**config.mk**
```make
export PLATFORM = sky130hd
export DESIGN_NAME = mio_bus_ctrl
export DESIGN_NICKNAME = d
export VERILOG_FILES = /design/src/rtl/mio_bus_ctrl.sv
export SDC_FILE = /design/constraint.sdc
export NUM_CORES = 1
export LEC_CHECK = 0
export ABC_AREA = 1
export BUFFER_PORTS_ARGS = -buffer_cell sky130_fd_sc_hd__buf_2
export CAP_MARGIN = 20
export CORE_UTILIZATION = 52
export CTS_BUF_LIST = sky130_fd_sc_hd__clkbuf_4 sky130_fd_sc_hd__clkbuf_8
export DETAILED_ROUTE_END_ITERATION = 10
export GPL_TIMING_DRIVEN = 0
export HOLD_SLACK_MARGIN = 0.06
export MAX_ROUTING_LAYER = met4
export PLACE_DENSITY = 0.91
export SLEW_MARGIN = 15
export SYNTH_ARGS = -nofsm -noshare
export SYNTH_HDL_FRONTEND = slang
export SYNTH_SLANG_ARGS = --single-unit
```
**constraint.sdc**
```tcl
create_clock -name clk -period 4.53 [get_ports clk]
set_input_delay 0.2265 -clock clk [delete_from_list [all_inputs] [get_ports clk]]
set_output_delay 0.2265 -clock clk [all_outputs]
set_load 0.1 [all_outputs]
```
**src/rtl/mio_bus_ctrl.sv**
```systemverilog
// Memory/IO bus controller behind the multicycle CPU: block RAM, LED and switch
// registers, and a free-running cycle counter that exists only when `COUNTER_EN is defined.
module mio_bus_ctrl #(
    parameter int RAM_LAT = 1,
    parameter int RAM_AW  = 10
) (
    input  logic              clk,
    input  logic              reset,
    input  logic              CPU_MIO,
    input  logic              mem_w,
    input  logic [31:0]       Addr_in,
    input  logic [31:0]       Data_from_cpu,
    output logic              MIO_ready,
    output logic [31:0]       Data_to_cpu,
    output logic [RAM_AW-1:0] ram_addr,
    output logic [31:0]       ram_din,
    output logic              ram_we,
    input  logic [31:0]       ram_dout,
    input  logic [15:0]       sw,
    output logic [15:0]       led,
    output logic              bus_err
);
    typedef enum logic [1:0] {IDLE, RAM_WAIT, DONE} state_t;

    localparam logic [29:0] LED_WA    = 30'h3800_0000;
    localparam logic [29:0] SW_WA     = 30'h3C00_0000;
    localparam logic [2:0]  WAIT_INIT = 3'(RAM_LAT - 1);

    state_t            state_reg, state_next;
    logic [2:0]        wait_reg, wait_next;
    logic              is_load_reg, is_load_next;
    logic [RAM_AW-1:0] ram_addr_reg, ram_addr_next;
    logic [31:0]       ram_din_reg, ram_din_next;
    logic              ram_we_reg, ram_we_next;
    logic [31:0]       dout_reg, dout_next;
    logic [15:0]       led_reg, led_next;
    logic              bus_err_reg, bus_err_next;

    logic [29:0]       word_addr;
    logic              is_ram, is_led, is_sw, is_cnt;
    logic [31:0]       cnt_val;
    logic [31:0]       rd_data;
    logic              unused_addr_bits;

    assign word_addr        = Addr_in[31:2];
    assign unused_addr_bits = ^Addr_in[1:0];
    assign is_ram           = (Addr_in[31:RAM_AW+2] == '0);
    assign is_led           = (word_addr == LED_WA);
    assign is_sw            = (word_addr == SW_WA);

`ifdef COUNTER_EN
    localparam logic [29:0] CNT_WA = 30'h3C00_0001;
    logic [31:0] cnt_reg, cnt_next;

    assign is_cnt  = (word_addr == CNT_WA);
    assign cnt_val = cnt_reg;

    // A CPU write landing on the same edge overrides the free-running increment.
    always_comb begin
        cnt_next = cnt_reg + 32'd1;
        if (state_reg == IDLE && CPU_MIO && mem_w && is_cnt)
            cnt_next = Data_from_cpu;
    end

    always_ff @(posedge clk or negedge reset) begin
        if (!reset) cnt_reg <= '0;
        else        cnt_reg <= cnt_next;
    end
`else
    assign is_cnt  = 1'b0;
    assign cnt_val = '0;
`endif

    always_comb begin
        rd_data = '0;
        if (is_led)      rd_data = {16'b0, led_reg};
        else if (is_sw)  rd_data = {16'b0, sw};
        else if (is_cnt) rd_data = cnt_val;
    end

    always_comb begin
        state_next    = state_reg;
        wait_next     = wait_reg;
        is_load_next  = is_load_reg;
        ram_addr_next = ram_addr_reg;
        ram_din_next  = ram_din_reg;
        ram_we_next   = 1'b0;
        dout_next     = dout_reg;
        led_next      = led_reg;
        bus_err_next  = bus_err_reg;
        case (state_reg)
            IDLE: begin
                if (CPU_MIO) begin
                    if (is_ram) begin
                        ram_addr_next = Addr_in[RAM_AW+1:2];
                        ram_din_next  = Data_from_cpu;
                        ram_we_next   = mem_w;
                        is_load_next  = !mem_w;
                        wait_next     = WAIT_INIT;
                        state_next    = RAM_WAIT;
                    end else begin
                        // Peripherals complete on the request edge; unmapped stores are dropped.
                        if (mem_w) begin
                            if (is_led) led_next = Data_from_cpu[15:0];
                        end else begin
                            dout_next = rd_data;
                        end
                        if (!(is_led || is_sw || is_cnt)) bus_err_next = 1'b1;
                        state_next = DONE;
                    end
                end
            end
            RAM_WAIT: begin
                if (wait_reg == 3'd0) begin
                    if (is_load_reg) dout_next = ram_dout;
                    state_next = DONE;
                end else begin
                    wait_next = wait_reg - 3'd1;
                end
            end
            DONE:    state_next = IDLE;
            default: state_next = IDLE;
        endcase
    end

    always_ff @(posedge clk or negedge reset) begin
        if (!reset) begin
            state_reg    <= IDLE;
            wait_reg     <= '0;
            is_load_reg  <= 1'b0;
            ram_addr_reg <= '0;
            ram_din_reg  <= '0;
            ram_we_reg   <= 1'b0;
            dout_reg     <= '0;
            led_reg      <= '0;
            bus_err_reg  <= 1'b0;
        end else begin
            state_reg    <= state_next;
            wait_reg     <= wait_next;
            is_load_reg  <= is_load_next;
            ram_addr_reg <= ram_addr_next;
            ram_din_reg  <= ram_din_next;
            ram_we_reg   <= ram_we_next;
            dout_reg     <= dout_next;
            led_reg      <= led_next;
            bus_err_reg  <= bus_err_next;
        end
    end

    assign MIO_ready   = (state_reg == DONE);
    assign Data_to_cpu = dout_reg;
    assign ram_addr    = ram_addr_reg;
    assign ram_din     = ram_din_reg;
    assign ram_we      = ram_we_reg;
    assign led         = led_reg;
    assign bus_err     = bus_err_reg;

endmodule

```
==> reports/summary.md, run 1 <==
On the worst path, the slowest cell contributes a delay of 0.41 ns. The number of post-CTS setup repair buffers came out at 0. The die height works out to 95.9 um. Across the run, the number of max-cap violations was 0. The number of CTS-inserted buffers came out at 9. In the final design database the tool counted 927 nets. The tools report the type of element launching the critical path as a flip-flop.

The actual transition at the worst max-transition pin works out to 0.597 ns. For this run, the detailed router's first-pass iteration total came to 5. The worst path meets setup with 2.68 ns of slack. At the placement stage, the worst setup path has a slack of 2.72 ns. The number of storage elements in the synthesis netlist came out at 98.

Synthesis produced a netlist with a net count of 709. The final-report max-slew violation count came out at 0. The synthesized design devotes to its leading area cell type 53.5% of total area.

The logs give 4612 for the total via count after detailed routing and 25 for the number of different library cells in the post-synthesis netlist. The tools report the maximum vdd ir drop as 173 uV. The total overflow left after global routing is 0. The initial cell density of the core came out at 54.7%.

The run finished with clean final reports. The mean cell area of the mapped netlist was 7.75 um2. The area growth from synthesis to layout is 30.5%. At the later pin of the worst-skew pair, clock insertion delay measures 0.36 ns. The initial antenna violation count is 0, and the global-route wire length before repair is 19500 um. Of the cells placed in the final design, the portion with a size suffix greater than 1 is 30.6%. Traced cell by cell, the critical path runs through inv_1, ha_1, nand2_1, nand2_1, o21ai_0, a21oi_1, o21ai_4, buf_2, nor2_1, nand2_1, nand2_1. Setup repair after global routing left no endpoint under its margin.

The tools report the antenna diode count as 0. The final-layout fill cell count was 666. The run gives 0 as the final count of hold timing violations. The H-tree was split into 3 levels. The number of warnings reported in the yosys synthesis log was 0; the total setup violations reported at the end of the flow was 0. The tree is rooted in a sky130_fd_sc_hd__clkbuf_8. Clock tree synthesis found a total of 98 sinks. The run gives 28.6% as the global router's overall resource usage. Static timing analysis puts the maximum clock frequency at 0.540 GHz.

The critical path data required time was 4.83 ns; the final critical-path required period was 1.85 ns. After detailed placement, the total cell area comes to 5770 um2. Dividing the detail-routed wire length by the instance count gives 13.7 um. Dividing the detail-routed via count by the number of cells gives 5.02.

Along the worst path, the maximum fanout reaches 10. The run gives 12600 um as the total routed wirelength. The tools report the number of DRC violations after detailed-routing iteration 0 as 158. For the number of global-route vias before repair, the log shows 4380. Library cell contributing the largest single delay on the critical path: sky130_fd_sc_hd__dfrtp_1. The final worst hold slack came out at 0.106 ns. The run gives 0 as the post-cts gate resize count. After layout, the worst path uses 40.8% of the clock period.

Summing the sequential cell areas from Yosys gives 53.5% of the chip area. The synthesized netlist occupies a cell area of 4580 um2. After legalization and detailed placement, the total HPWL measured 9950 um.

On the final layout, the worst clock skew is 0.0144 ns. The leading area contributor after synthesis was sky130_fd_sc_hd__dfrtp_1. Once layout is complete, the cells apart from fillers number 919. After routing the design area is 5980 um2. By area the synthesized netlist is led by sky130_fd_sc_hd__dfrtp_1 54%, sky130_fd_sc_hd__nand2_1 18%, sky130_fd_sc_hd__o21ai_0 6.0%, sky130_fd_sc_hd__inv_1 5.9%, sky130_fd_sc_hd__nor2_1 4.6%.

The congestion estimate from routability-driven global placement came to 0.857. Kind of path behind the tightest hold check: input port to flip-flop. The worst path arrival time was 2.15 ns; the area of the core region was 8380 um2. The number of placed instances, taps included, is 902. The power per cell area was 286 nW/um2; the count of nets left with antenna violations after detail routing was 0. Entering global routing, the biggest net connects 55 pins. The floorplan step defined a die boundary enclosing 9190 um2. The final total negative setup slack is 0 ns, and the post-route DRC violation count is 0. No sink is reached through more buffers than the 2 on the longest clock path. Start-to-end type of the worst setup path: flip-flop to flip-flop. The tools report the endpoint type of the worst setup path as a flip-flop. The number of cells produced by synthesis is 591, and the post-CTS clock slew at the launch and capture registers of the worst setup and hold paths is 0.10 ns. The boundary pin count was 209; the reported leakage power was 0.00367 uW. Buffers placed on the I/O ports in this run total 205. The initialized floorplan defines 33 standard-cell rows.

Measured along the x axis, the die boundary spans 95.9 um. The cell occurring most often along the worst timing path was sky130_fd_sc_hd__nand2_1. Measured against its own limit, the worst slew margin works out to 60.2%. TritonCTS built the clock tree.
[critical path: cells and delay by family, from the launching register on]
kind                     cells  cell delay (ns)
AO/OA/AOI/OAI                3             0.51
adder cells (fa/ha/maj)      1             0.15
buffers and inverters        2             0.31
flip-flops                   1             0.41
AND/OR/NAND/NOR              5             0.42
[Yosys cell counts]
cell type / number
sky130_fd_sc_hd__nand2_1: 222
sky130_fd_sc_hd__dfrtp_1: 98
sky130_fd_sc_hd__inv_1: 72
sky130_fd_sc_hd__nor2_1: 56
sky130_fd_sc_hd__o21ai_0: 55
sky130_fd_sc_hd__nand3_1: 18
sky130_fd_sc_hd__nand4_1: 16
sky130_fd_sc_hd__buf_2: 12
sky130_fd_sc_hd__clkbuf_1: 10
sky130_fd_sc_hd__o21ai_1: 6
sky130_fd_sc_hd__a21oi_1: 4
sky130_fd_sc_hd__nor2_4: 3
sky130_fd_sc_hd__buf_1: 2
sky130_fd_sc_hd__buf_4: 2
sky130_fd_sc_hd__clkbuf_2: 2
sky130_fd_sc_hd__ha_1: 2
sky130_fd_sc_hd__nand3_2: 2
sky130_fd_sc_hd__nor2_2: 2
sky130_fd_sc_hd__a21o_1: 1
sky130_fd_sc_hd__buf_6: 1
sky130_fd_sc_hd__nand3_4: 1
sky130_fd_sc_hd__nand4_2: 1
sky130_fd_sc_hd__o21ai_4: 1
sky130_fd_sc_hd__o22ai_1: 1
sky130_fd_sc_hd__xor2_1: 1
[metrics by stage]
stage / power, uW / utilization [%]
global route: 1790 / 71.3
finish: 1710 / 71.3
floorplan: 1050 / -
detailed placement: 1160 / 68.8
CTS: 1720 / 71.3
global placement: 1150 / 68.5
[kinds of logic after synthesis]
logic type               synth area share [%]
buffers and inverters                    8.98
XOR/XNOR                                0.191
flip-flops                               53.5
adder cells (fa/ha/maj)                 0.546
AO/OA/AOI/OAI                            7.75
AND/OR/NAND/NOR                          29.0
[where the power goes]
group,internal (uW),switching (uW),total [uW]
combinational,79.4,180,260
clock,263,308,571
sequential,879,2.79,881
[layer usage]
layer  wire length, um  vias to the layer above  GRT usage [%]
met3               942                       20           4.90
li1                  -                     2257              -
met2              6170                      225           48.5
met5                 0                        -              -
met4               204                        0           11.3
met1              5290                     2110           34.1
[layout make-up]
class / count / area (um2) / share of cell area (%)
Multi-Input combinational cell: 392 / 1720 / 28.8
Inverter: 72 / 270 / 4.52
Clock buffer: 10 / 131 / 2.20
Clock inverter: 6 / 67.6 / 1.13
Sequential cell: 98 / 2450 / 41.0
Timing Repair Buffer: 207 / 1070 / 17.8
Buffer: 29 / 141 / 2.36
Tap cell: 105 / 131 / 2.20
[final timing paths]
path                                         start                     endpoint  slack [ns]  cells past startpoint
setup / recovery           wait_reg[0]$_DFFE_PN0P_   Data_to_cpu[5]$_DFFE_PN0P_        2.68                     11
hold / removal                   Data_from_cpu[29]      ram_din[29]$_DFFE_PN0P_        0.11                      3
setup reg to reg           wait_reg[0]$_DFFE_PN0P_   Data_to_cpu[5]$_DFFE_PN0P_        2.68                     11
hold reg to reg                bus_err$_DFFE_PN0P_          bus_err$_DFFE_PN0P_        0.46                      1
max in group asynchronous                    reset       ram_din[0]$_DFFE_PN0P_        3.44                      3
min in group asynchronous                    reset  Data_to_cpu[10]$_DFFE_PN0P_        0.41                      2
[what timing repair did]
item                                   in CTS  in global routing
endpoints found under the hold margin      44                  0
setup endpoints to repair                   0                  0
hold buffers                                1                  0
[cell usage in the layout, fill, tap and decap left out, types with 9 or more instances in the layout]
cell / n
sky130_fd_sc_hd__buf_2: 216
sky130_fd_sc_hd__clkbuf_1: 10
sky130_fd_sc_hd__clkbuf_8: 9
sky130_fd_sc_hd__dfrtp_1: 98
sky130_fd_sc_hd__inv_1: 72
sky130_fd_sc_hd__nand2_1: 222
sky130_fd_sc_hd__nand3_1: 18
sky130_fd_sc_hd__nand4_1: 16
sky130_fd_sc_hd__nor2_1: 56
sky130_fd_sc_hd__o21ai_0: 55
(Power assumes the default switching activity.)
==> run 2: changes to the inputs <==
CORE_UTILIZATION = 49   (was 52)
PLACE_DENSITY = 0.87   (was 0.91)
clock period = 1.85 ns   (was 4.53 ns; I/O delays follow)
==> run 2 against run 1 <==
Compared with the run above:
- sequential power rose by 150%
- largest cell class unchanged
- flip-flop and latch count unchanged
- via count rose by 9.5%
- register-to-register slack worse by 2.6 ns
- cell area up 12%
- highest routed layer unchanged
- worst hold slack worse by 0.042 ns
- critical path depth up 1
- largest power group unchanged
- global-route usage rose by 3.8 points
==> reports/summary.md, run 2 (synthesis gave the netlist of run 1 again) <==
The flow ran to the end, and the final reports show no timing, DRC or antenna violations. The tools report the global-route met2 utilization as 56.7% (+8.3 points). Master cell of the clock root buffer: sky130_fd_sc_hd__clkbuf_8. The share of post-route cells with drive strength above 1 is 29.7% (-0.86 points), and the weighted congestion at the end of routability-driven global placement is 0.856 (-0.13%). The total iterations of the first detailed-routing run was 6 (+1). The signal on the critical path passes through inv_2, ha_1, nand2_1, nand2_1, o21ai_1, a21oi_2, buf_4, o21ai_2, buf_4, nor2_1, nand2_1, nand2_1. For the final count of hold timing violations, the log shows 0 (unchanged). The final critical-path required period came out at 1.77 ns (-0.0823 ns).

The startpoint identified for the worst hold timing path is ram_dout[11]. The total placed instance area is 5770 um2 (about the same), and the chip width is 98.7 um (+3.0%). The logs give 1280 uW (+160%) for the net load switching power and 0 (unchanged) for the number of violations of the max-capacitance limit.

The initial cell density of the core came out at 51.5% (-3.1 points). The slowest stage of the critical path belongs to the cell sky130_fd_sc_hd__dfrtp_1. The share of total power in combinational logic is 17.0% (+1.8 points), and the die height is 98.7 um (+3.0%).

The layer flagged by global routing as most heavily used is met2. The start-to-end type of the worst setup path is flip-flop to flip-flop. In the layout the commonest cells are 221 x sky130_fd_sc_hd__nand2_1, 211 x sky130_fd_sc_hd__buf_2, 98 x sky130_fd_sc_hd__dfrtp_1, 70 x sky130_fd_sc_hd__inv_1, 60 x sky130_fd_sc_hd__dlygate4sd3_1. The tools report the initial antenna violation count as 0 (unchanged).

The maximum count of clock buffers along a single path is 2 (unchanged), and the share of the core filled with cells in the final layout is 75.6% (+4.3 points). The tools report the type of element launching the critical path as a flip-flop. The wire length per cell was 15.3 um (+12%); the maximum vdd ir drop was 518 uV (+200%). For the setup skew after layout, the log shows 0.00973 ns (-0.00471 ns). The tools report the worst path arrival time as 2.06 ns (-0.09 ns). The total setup violations reported at the end of the flow was 0 (unchanged); the number of DRC violations after detailed-routing iteration 0 was 231 (+46%). The tools report the number of global-route vias before repair as 5164 (+18%). The run gives 0 ns (unchanged) as the final total negative setup slack.

The logs give 36.8% (+2.7 points) for the met1 demand-to-capacity share in global routing and 8890 um2 (+6.1%) for the area of the core region. Worst-case reg-to-reg path depth: 12 (+1). The register-to-register setup slack was 0.08 ns (-2.60 ns).

Number of buffers inserted by port buffering: 205 (unchanged). The highest fanout seen on the critical path is 4 (-6). The final non-filler cell area came out at 6720 um2 (+12%). The logs give 5049 (+9.5%) for the total via count after detailed routing and 0.566 GHz (+4.7%) for the highest attainable clock frequency. The endpoint type of the worst setup path is a flip-flop. The logs give 98 (unchanged) for the number of sinks handled by clock tree synthesis and 991 (+6.9%) for the count of nets after finishing. The internal portion of total power came out at 3520 uW (+190%). The post-CTS clock slew at the launch and capture registers of the worst setup and hold paths was 0.10 ns (about the same). The library cell used most frequently in the layout, excluding fill and tap cells, is sky130_fd_sc_hd__nand2_1. For hold timing, the worst endpoint is Data_to_cpu[11]$_DFFE_PN0P_. Reported leakage power: 0.00399 uW (+8.9%).

The run gives 0 (unchanged) as the final-report max-slew violation count. The tools report the total die area as 9740 um2 (+6.0%). The clock share of power was 38.1% (+4.8 points).

Endpoint of the lowest-slack register-to-register path: Data_to_cpu[1]$_DFFE_PN0P_. The cell total after placement is 905 (+0.33%). The layout-stage area growth over the synthesis result came out at 46.7%. The cell occurring most often along the worst timing path is sky130_fd_sc_hd__nand2_1. Top cell family by delay on the critical path: flip-flops. The stage delay of the slowest cell on the critical path came out at 0.42 ns (about the same). The tools report the count of nets left with antenna violations after detail routing as 0 (unchanged). For the clock latency on the worst-skew pair, the log shows 0.36 ns (about the same). Worst hold path depth: 5 (+2). TritonCTS built the clock tree. The kind of path behind the tightest hold check is input port to flip-flop.

For the final-layout fill cell count, the log shows 608 (-8.7%). Detailed-placement wirelength estimate: 9800 um (-1.5%). The total power after layout was 4800 uW (+180%); the actual transition at the worst max-transition pin was 0.515 ns (-0.0828 ns). The run gives 24000 um (+23%) as the global-route wire length before repair.

The worst register-to-register path begins at wait_reg[0]$_DFFE_PN0P_. The tools report the number of placement rows as 34 (+3.0%). For the global route total overflow, the log shows 0 (unchanged). The global router's overall resource usage is 32.5% (+3.8 points), and the met3 track demand over resource is 5.46% (+0.56 points).

Total routed wirelength: 15100 um (+20%). Boundary pin count: 209 (unchanged). The largest net degree at the start of global routing was 65 (+18%); the power per cell area was 713 nW/um2 (+150%). The worst path buffer plus inverter count is 3 (+1), and the fraction of power spent switching nets is 26.7% (-2.0 points).

The post-route DRC violation count is 0 (unchanged), and the H-tree depth is 3 (unchanged). The fraction of the cycle the final worst path needs works out to 95.6% (+55 points). The tools report the number of cells in the finished layout apart from fillers as 987 (+7.4%).

The sequential power share is 45.0% (-6.5 points), and the relative slew slack is 65.9% (+5.8 points). The critical path data required time was 2.14 ns (-2.69 ns); the average via count per standard cell was 5.12 (+1.9%). Number of CTS-inserted buffers: 9 (unchanged).
## run 2: worst max-delay path by stage
stage / startpoint / end / slack, ns / cells after the start
after floorplan: state_reg[1]$_DFFE_PN0P_ / MIO_ready / 0.13 / 2
after global placement: reset / ram_din[30]$_DFFE_PN0P_ / -0.21 / 1
after detailed placement: wait_reg[0]$_DFFE_PN0P_ / Data_to_cpu[22]$_DFFE_PN0P_ / 0.06 / 10
after CTS: wait_reg[1]$_DFFE_PN0P_ / Data_to_cpu[22]$_DFFE_PN0P_ / 0.02 / 9
after global routing: wait_reg[0]$_DFFE_PN0P_ / Data_to_cpu[1]$_DFFE_PN0P_ / -0.02 / 12
final: wait_reg[0]$_DFFE_PN0P_ / Data_to_cpu[1]$_DFFE_PN0P_ / 0.08 / 12
## run 2: cell type report
cell class | count | area, um2 | share of cell area, %
Sequential cell | 98 | 2450 | 36.5
Multi-Input combinational cell | 393 | 1750 | 26.0
Timing Repair Buffer | 270 | 1690 | 25.1
Inverter | 72 | 270 | 4.02
Buffer | 29 | 156 | 2.33
Clock inverter | 6 | 138 | 2.05
Tap cell | 108 | 135 | 2.01
Clock buffer | 10 | 131 | 1.95
Antenna cell | 1 | 2.50 | 0.0372
## run 2: worst min-delay path: stages
cell and delay, ns:
sky130_fd_sc_hd__buf_2 0.08, sky130_fd_sc_hd__nor2_1 0.03, sky130_fd_sc_hd__nor2_1 0.09, sky130_fd_sc_hd__nand2_1 0.06, sky130_fd_sc_hd__nand2_1 0.04
## run 2: stage by stage
stage	worst slack (ns)	hold WS [ns]
2_1_floorplan	0.131	-0.203
3_3_place_gp	-0.209	0.342
3_5_place_dp	0.0627	0.0753
4_1_cts	0.0175	0.0618
5_1_grt	-0.0212	0.0866
6_report	0.0821	0.0640
## run 2: timing repair
action | CTS | global route
hold buffers | 60 | 0
buffers inserted | 0 | 4
resized for setup | 0 | 20
endpoints found under the setup margin | 0 | 63
endpoints found under the hold margin | 109 | 0
## run 2: power by group through the flow
| stage | clock [uW] | sequential, uW | combinational [uW] |
|---|---|---|---|
| 2_1_floorplan | 0 | 2200 | 368 |
| 3_3_place_gp | 0 | 2200 | 608 |
| 3_5_place_dp | 0 | 2200 | 632 |
| 4_1_cts | 1840 | 2160 | 732 |
| 5_1_grt | 1940 | 2160 | 884 |
| 6_report | 1830 | 2160 | 813 |
## run 2: metal layers
layer,part of all wire (%),wire length [um]
met3,8.0,1210
met1,39,5950
met4,3.1,473
met5,0,0
met2,50,7490
==> run 3: changes to the inputs <==
CORE_ASPECT_RATIO = 0.6   (was unset)
==> run 3 against run 2 <==
Compared with the run above:
- cell area grew 0.24%
- clock-buffer cell count shrank 1
- utilization grew 1.1 points
- routed wire length shrank 0.87%
- clock power shrank 30%
- critical path depth shrank 3
- sequential share of layout area shrank 0.088 points
- power shrank 10%
- fmax grew 1.8%
- setup slack gained 0.031 ns
==> reports/summary.md, run 3 (synthesis gave the netlist of run 1 again) <==
The run finished with clean final reports. The tools report the global-route wire length before repair as 23800 um (-0.83%). The count of nets after finishing was 998 (+0.71%); the antenna diode count was 0 (-1). The fraction of power spent switching nets came out at 31.0% (+4.3 points). The stage delay of the slowest cell on the critical path was 0.35 ns (-0.07 ns).

Actual transition at the worst max-transition pin: 0.512 ns (-0.00259 ns). The logs give 76.7% (+1.1 points) for the share of the core filled with cells in the final layout and 6740 um2 (+0.24%) for the final non-filler cell area. The internal portion of total power came out at 2970 uW (-15%). The post-CTS clock slew at the launch and capture registers of the worst setup and hold paths was 0.10 ns (about the same). Cell occurring most often along the worst timing path: sky130_fd_sc_hd__nor2_1. The final worst hold slack was 0.0768 ns (+0.0129 ns); the register-to-register setup slack was 0.11 ns (+0.03 ns). For the total power after layout, the log shows 4300 uW (-10%). Leaving out fill and tap cells, the most frequent cells in the layout are 219 x sky130_fd_sc_hd__nand2_1, 213 x sky130_fd_sc_hd__buf_2, 98 x sky130_fd_sc_hd__dfrtp_1, 72 x sky130_fd_sc_hd__inv_1, 70 x sky130_fd_sc_hd__dlygate4sd3_1. The cell sitting at the root of the clock tree is a sky130_fd_sc_hd__clkbuf_8. The run gives 0 (unchanged) as the number of violations of the max-capacitance limit. The kind of path behind the tightest hold check is input port to flip-flop. The number of DRC violations after detailed-routing iteration 0 came out at 343 (+48%). The chip width came out at 127 um (+29%).

The initial cell density of the core is 52.2% (+0.63 points), and the worst path buffer plus inverter count is 4 (+1). The library cell used most frequently in the layout, excluding fill and tap cells, is sky130_fd_sc_hd__nand2_1. The total die area was 9760 um2 (+0.14%). The area of the core region came out at 8780 um2 (-1.2%). The kind of cell with the highest combined delay along the critical path is buffers and inverters. The startpoint identified for the worst register-to-register timing path is state_reg[0]$_DFFE_PN0P_. Total routed wirelength: 15000 um (-0.87%). The net load switching power was 1330 uW (+4.2%). The total setup violations reported at the end of the flow was 0 (unchanged). The share of total power in combinational logic is 20.0% (+3.0 points), and the final critical-path required period is 1.74 ns (-0.0308 ns). The logs give 32.6% (+0.086 points) for the global router's overall resource usage and 2 (unchanged) for the maximum count of clock buffers along a single path. Total placed instance area: 5780 um2 (+0.15%). Beginning of the worst hold path: CPU_MIO. The final count of hold timing violations came out at 0 (unchanged). In this run the critical register-to-register path is captured at Data_to_cpu[13]$_DFFE_PN0P_. Global route total overflow: 0 (unchanged). By startpoint and endpoint, the worst setup path is classified as flip-flop to flip-flop. The tools report the critical path data required time as 2.12 ns (-0.02 ns). Among all stages on the critical path, the largest delay is contributed by sky130_fd_sc_hd__dfrtp_1. The logs give 3 (unchanged) for the H-tree depth and 9960 um (+1.6%) for the detailed-placement wirelength estimate. Number of global-route vias before repair: 5050 (-2.2%). The highest fanout seen on the critical path works out to 10 (+6). The signal on the critical path passes through inv_1, nor2_1, clkbuf_4, inv_1, clkbuf_2, nor2_1, nor2_1, nand2_1, nand2_1. The largest net degree at the start of global routing was 61 (-6.2%); the final-report max-slew violation count was 0 (unchanged).

The worst setup path is launched from a flip-flop. The worst-case reg-to-reg path depth is 9 (-3), and the wire length per cell is 15.0 um (-1.9%). The boundary pin count is 209 (unchanged). The worst path arrival time is 2.01 ns (-0.05 ns), and the setup skew after layout is 0.00798 ns (-0.00175 ns). The share of post-route cells with drive strength above 1 is 29.4% (-0.35 points).

The logs give 26 (-24%) for the number of placement rows and 0.825 (-3.6%) for the weighted congestion at the end of routability-driven global placement. The count of nets left with antenna violations after detail routing is 0 (unchanged), and the power per cell area is 639 nW/um2 (-10%). TritonCTS built the clock tree.

For the number of CTS-inserted buffers, the log shows 9 (unchanged). The sequential power share is 50.1% (+5.1 points), and the layout-stage area growth over the synthesis result is 47.0%. The logs give 0.00397 uW (-0.59%) for the reported leakage power and 4991 (-1.1%) for the total via count after detailed routing. The clock share of power is 29.9% (-8.2 points), and the die height is 76.9 um (-22%). The clock latency on the worst-skew pair is 0.37 ns (about the same). The path with the worst hold slack has its endpoint at state_reg[1]$_DFFE_PN0P_. For the total iterations of the first detailed-routing run, the log shows 5 (-1). The relative slew slack is 66.1% (+0.17 points).

The initial antenna violation count is 0 (unchanged). The number of sinks handled by clock tree synthesis was 98 (unchanged). The average via count per standard cell works out to 5.01 (-2.1%).

The endpoint type of the worst setup path is a flip-flop. The fraction of the cycle the final worst path needs was 93.9% (-1.7 points). The post-route DRC violation count came out at 0 (unchanged).

The number of buffers inserted by port buffering works out to 205 (unchanged). The highest attainable clock frequency is 0.576 GHz (+1.8%), and the worst hold path depth is 3 (-2). Maximum vdd ir drop: 463 uV (-11%).
[run 3: worst max-delay path by stage]
stage	to	depth (start not counted)	slack (ns)	start
6_report	Data_to_cpu[13]$_DFFE_PN0P_	9	0.11	state_reg[0]$_DFFE_PN0P_
5_1_grt	Data_to_cpu[13]$_DFFE_PN0P_	9	-0.01	state_reg[0]$_DFFE_PN0P_
4_1_cts	Data_to_cpu[23]$_DFFE_PN0P_	9	0.01	wait_reg[0]$_DFFE_PN0P_
3_5_place_dp	Data_to_cpu[23]$_DFFE_PN0P_	9	0.04	wait_reg[0]$_DFFE_PN0P_
3_3_place_gp	Data_to_cpu[29]$_DFFE_PN0P_	1	-0.28	reset
2_1_floorplan	MIO_ready	2	0.13	state_reg[1]$_DFFE_PN0P_
[run 3: power by group through the flow]
stage / clock (uW) / combinational [uW] / sequential, uW
floorplan: 0 / 368 / 2200
global placement: 0 / 618 / 2200
detailed placement: 0 / 643 / 2200
CTS: 1320 / 761 / 2160
global route: 1420 / 938 / 2160
finish: 1290 / 860 / 2160
[run 3: final cells by class]
type	count	area, um2
clock buffers	9	124
plain buffers	29	155
inverters	72	270
clock inverters	7	55.1
repair buffers	277	1770
well taps	112	140
fillers	653	2040
multi-input cells	393	1770
flip-flops and latches	98	2450
[run 3: stage by stage]
stage	TNS [ns]	setup WS, ns	cells
2_1_floorplan	0	0.131	591
3_3_place_gp	-26.30	-0.278	908
3_5_place_dp	0	0.0362	909
4_1_cts	0	0.0108	995
5_1_grt	-0.0232	-0.0117	997
6_report	0	0.113	997
[run 3: worst reg2reg max path, cell delays in order, from the launching register on]
cell and delay, ns:
sky130_fd_sc_hd__dfrtp_1 0.35, sky130_fd_sc_hd__inv_1 0.06, sky130_fd_sc_hd__nor2_1 0.22, sky130_fd_sc_hd__clkbuf_4 0.29
sky130_fd_sc_hd__inv_1 0.14, sky130_fd_sc_hd__clkbuf_2 0.24, sky130_fd_sc_hd__nor2_1 0.16, sky130_fd_sc_hd__nor2_1 0.07
sky130_fd_sc_hd__nand2_1 0.06, sky130_fd_sc_hd__nand2_1 0.05
[run 3: per-layer routing]
metal	vias to the layer above	GRT usage, %	share of wire [%]
met5	-	-	0
met4	0	12.5	2.7
met3	52	8.37	7.0
met2	234	53.4	48
met1	2303	38.8	42
li1	2402	-	-
[run 3: what timing repair did]
item | CTS | global route
endpoints found under the setup margin | 0 | 62
hold buffers | 70 | 0
gates resized for setup | 0 | 26
setup buffers | 0 | 1
endpoints found under the hold margin | 182 | 0
